--- src/rtl/pwm_audio_capture.sv ---
// PWM audio capture: synchronizes a 1-bit PWM stream, counts ones over
// 2^WIN_BITS-clock windows and queues each window count in a small FIFO.
//   clk, reset      : clock, asynchronous active-high reset
//   pwm_in, enable  : PWM input (async), integration enable
//   sample, sample_valid, sample_ready : FIFO head, non-empty, consumer accept
//   level, overflow, clr_ovf           : occupancy, sticky drop flag, clear
module pwm_audio_capture #(
  parameter int unsigned WIN_BITS = 8,
  parameter int unsigned DEPTH    = 4
) (
  input  logic                         clk,
  input  logic                         reset,
  input  logic                         pwm_in,
  input  logic                         enable,
  output logic [WIN_BITS:0]            sample,
  output logic                         sample_valid,
  input  logic                         sample_ready,
  output logic [$clog2(DEPTH+1)-1:0]   level,
  output logic                         overflow,
  input  logic                         clr_ovf
);

  localparam int unsigned PW = $clog2(DEPTH);
  localparam int unsigned LW = $clog2(DEPTH + 1);

  logic                sync_q1;
  logic                s;
  logic [WIN_BITS-1:0] wcnt;
  logic [WIN_BITS:0]   acc;
  logic [WIN_BITS:0]   s_ext;
  logic [WIN_BITS:0]   push_data;
  logic                terminal;
  logic                push;

  logic [WIN_BITS:0]   mem [DEPTH];
  logic [PW-1:0]       wr_ptr;
  logic [PW-1:0]       rd_ptr;
  logic                empty;
  logic                full;
  logic                pop;
  logic                wr_en;
  logic                drop;

  always_ff @(posedge clk or posedge reset) begin
    if (reset) begin
      sync_q1 <= 1'b0;
      s       <= 1'b0;
    end else begin
      sync_q1 <= pwm_in;
      s       <= sync_q1;
    end
  end

  always_comb begin
    s_ext     = {{WIN_BITS{1'b0}}, s};
    terminal  = enable && (wcnt == '1);
    push      = terminal;
    push_data = acc + s_ext;
  end

  always_ff @(posedge clk or posedge reset) begin
    if (reset) begin
      wcnt <= '0;
      acc  <= '0;
    end else if (!enable) begin
      wcnt <= '0;
      acc  <= '0;
    end else begin
      wcnt <= wcnt + 1'b1;
      acc  <= terminal ? '0 : push_data;
    end
  end

  always_comb begin
    empty        = (level == '0);
    full         = (level == LW'(DEPTH));
    pop          = !empty && sample_ready;
    // a full FIFO still accepts a push when the head leaves on the same edge
    wr_en        = push && (!full || pop);
    drop         = push && full && !pop;
    sample_valid = !empty;
    sample       = empty ? '0 : mem[rd_ptr];
  end

  always_ff @(posedge clk) begin
    if (wr_en) begin
      mem[wr_ptr] <= push_data;
    end
  end

  always_ff @(posedge clk or posedge reset) begin
    if (reset) begin
      wr_ptr   <= '0;
      rd_ptr   <= '0;
      level    <= '0;
      overflow <= 1'b0;
    end else begin
      if (wr_en) begin
        wr_ptr <= wr_ptr + 1'b1;
      end
      if (pop) begin
        rd_ptr <= rd_ptr + 1'b1;
      end
      if (wr_en && !pop) begin
        level <= level + 1'b1;
      end else if (pop && !wr_en) begin
        level <= level - 1'b1;
      end
      if (drop) begin
        overflow <= 1'b1;
      end else if (clr_ovf) begin
        overflow <= 1'b0;
      end
    end
  end

endmodule

--- config.mk ---
export PLATFORM = sky130hd
export DESIGN_NAME = pwm_audio_capture
export DESIGN_NICKNAME = d
export VERILOG_FILES = /design/src/rtl/pwm_audio_capture.sv
export SDC_FILE = /design/constraint.sdc
export NUM_CORES = 1
export LEC_CHECK = 0
export CAP_MARGIN = 20
export CELL_PAD_IN_SITES_DETAIL_PLACEMENT = 0
export CELL_PAD_IN_SITES_GLOBAL_PLACEMENT = 1
export CORE_ASPECT_RATIO = 0.7
export CORE_UTILIZATION = 44
export CTS_CLUSTER_SIZE = 20
export DETAILED_ROUTE_END_ITERATION = 10
export GPL_TIMING_DRIVEN = 1
export PLACE_DENSITY_LB_ADDON = 0.1
export SLEW_MARGIN = 20
export SYNTH_ARGS = -nofsm -noshare
export SYNTH_HDL_FRONTEND = slang
export SYNTH_SLANG_ARGS = --single-unit
--- constraint.sdc ---
create_clock -name clk -period 4.19 [get_ports clk]
set_input_delay 0.419 -clock clk [delete_from_list [all_inputs] [get_ports clk]]
set_output_delay 0.419 -clock clk [all_outputs]
set_load 0.1 [all_outputs]
==> results.sh <==
export IMPL_leakagePower_nw=1.20
export IMPL_pwr_density_cell_nw_per_um2=699
export IMPL_syn_avg_cell_area_um2=15.1
export IMPL_synthFlopType="edfxtp_1"
export IMPL_rows=23
export IMPL_cts_tree="yes"
export IMPL_wl_per_cell_um=16.7
export IMPL_tightest_slew_ns=0.966
export IMPL_slew_violations=0
export IMPL_htreeDepth=3
export IMPL_ys_ff_latch=63
export IMPL_numCtsBuffers=9
export IMPL_crit_path_start_kind="flop"
export IMPL_first_global_vias=1541
export IMPL_async_flop_share=0.429
export IMPL_die_area_um2=6420
export IMPL_diodes=0
export IMPL_setup_tns_ns=0
export IMPL_synth_top_area_share=0.403
export IMPL_grt_ovfl_total=0
export IMPL_portBuffers=19
export IMPL_met2_usage=0.275
export IMPL_layout_min_cycle_time_ns=3.22
export IMPL_layout_common_cells="36 x edfxtp_1, 27 x dfrtp_1, 19 x clkdlybuf4s50_1, 10 x nand2_1, 10 x and2_1"
export IMPL_die_w_um=95.3
export IMPL_die_y_um=67.3
export IMPL_yosys_area_top_type="edfxtp_1"
export IMPL_synth_fp_nets=193
export IMPL_synth_seq_area_share=0.655
export IMPL_synth_edf_count=36
export IMPL_grt_usage=0.175
export IMPL_cp_max_fo=11
export IMPL_slew_headroom=0.354
export IMPL_wl_um=4760
export IMPL_path_clk_slew_ns=0.07
export IMPL_use_met3=0.0574
export IMPL_timing_final_ws_setup_ns=0.969
export IMPL_fin_util=0.540
export IMPL_drive_gt1_frac=0.162
export IMPL_vias=1474
export IMPL_fmax_mhz=310
export IMPL_postCtsHoldBufs=0
export IMPL_clkSinkCount=63
export IMPL_post_cts_buffers=0
export IMPL_initial_core_util=0.461
export IMPL_drtAntennaViolNets=0
export IMPL_fin_skew_ns=0.00421
export IMPL_gp_congestion=0.741
export IMPL_grt_first_pass_wirelength_um=7800
export IMPL_cts_resized=0
export IMPL_drc_errors=0
export IMPL_clockRootBuffer="clkbuf_8"
export IMPL_fin_total_pwr_mw=2.19
export IMPL_status="complete, no violations"
export IMPL_post_route_period_util=0.769
export IMPL_cts_max_path_buffers=2
export IMPL_yosys_top_cells_area="edfxtp_1 40%, dfrtp_1 25%, mux4_2 7.6%"
export IMPL_ir_worst_vdd_mv=0.237
export IMPL_critPathKind="reg -> out"
export IMPL_cp_end_kind="output pin"
export IMPL_firstDrtPassIters=4
export IMPL_area_delta_synth_final_pct=17.1
export IMPL_syn_inst=178
export IMPL_hpwl_um=3280
export IMPL_design_area_um2=3140
export IMPL_drt_iter0_drc=87
export IMPL_antenna_found_initial=0
export IMPL_yosys_cell_types_count=32
export IMPL_final_common_cell="edfxtp_1"
export IMPL_grt_max_degree=28
export IMPL_ys_warnings_count=0
export IMPL_dp_worst_setup_slack_ns=1.26
export IMPL_rsz0062_at_grt="false"
export IMPL_hold_violations=0
export IMPL_placed_area_um2=2950
export IMPL_crit_arrival_ns=2.80
export IMPL_nets=220
export IMPL_core_um2=5810
export IMPL_top_usage_layer="met2"
export IMPL_required_ns=3.77
export IMPL_hold_class="reg -> reg"
export IMPL_io_pins=20
export IMPL_met1_usage=0.227
export IMPL_viasPerCell=5.17
export IMPL_synth_area_um2=2680
export IMPL_setup_viol=0
export IMPL_maxCapViolCount=0
export IMPL_clk_latency_ns=0.33
[layout make-up]
class	instances	area, um2
Fill cell	465	2670
Sequential cell	63	1760
Multi-Input combinational cell	103	880
Timing Repair Buffer	19	190
Clock buffer	9	124
Tap cell	75	93.8
Clock inverter	7	63.8
Inverter	9	33.8
[report_power, final]
part / switching (mW) / internal (mW) / total (mW)
combinational: 0.672 / 0.263 / 0.935
clock: 0.227 / 0.269 / 0.496
sequential: 0.0774 / 0.686 / 0.763
[logic make-up after synthesis]
group                    count (synthesis)  synth area share
multiplexers                            11            0.0854
flip-flops                              63             0.655
AO/OA/AOI/OAI                           16            0.0340
XOR/XNOR                                12            0.0392
AND/OR/NAND/NOR                         55             0.125
buffers and inverters                   12            0.0173
adder cells (fa/ha/maj)                  9            0.0448
[synth_stat cells, drive strengths merged, types with 5 or more instances]
cell	n
a21oi	7
and2	14
dfrtp	27
edfxtp	36
ha	8
inv	9
mux4	9
nand2	10
nand3	9
nor2	7
o21ai	5
or3	5
xnor2	7
xor2	5
[per-stage QoR]
stage / std cells / hold slack, ns
2_1_floorplan: 178 / 0.331
3_3_place_gp: 269 / 0.332
3_5_place_dp: 269 / 0.336
4_1_cts: 285 / 0.350
5_1_grt: 285 / 0.370
6_report: 285 / 0.348
[metal layers]
layer / routed length [um] / share of wire / vias up
met3: 165 / 0.035 / 6
met1: 2370 / 0.50 / 737
met5: 0 / 0 / -
met2: 2180 / 0.46 / 28
met4: 42 / 0.0088 / 0
li1: - / - / 703
[registers in the layout, indices dropped and copies added, names as in the netlist]
signal,count
mem,36
level,3
sync_q1,1
acc,9
wr_ptr,2
rd_ptr,2
s,1
overflow,1
wcnt,8
[critical path, cell delays in order, from the launching register on]
cell,delay (ns)
dfrtp_1,0.76
mux4_2,0.58
and2_1,0.17
clkdlybuf4s50_1,0.96
[path summary, 6_finish.rpt]
check	slack [ns]	to	cells after the start	from
max reg2reg	1.65	level[2]	9	wcnt[0]
min in group asynchronous	0.46	overflow	2	reset
min	0.35	s	0	sync_q1
max in group asynchronous	3.34	acc[0]	2	reset
min reg2reg	0.35	s	0	sync_q1
max	0.97	sample[4]	3	rd_ptr[0]
Power figures use the tool's default switching activity.
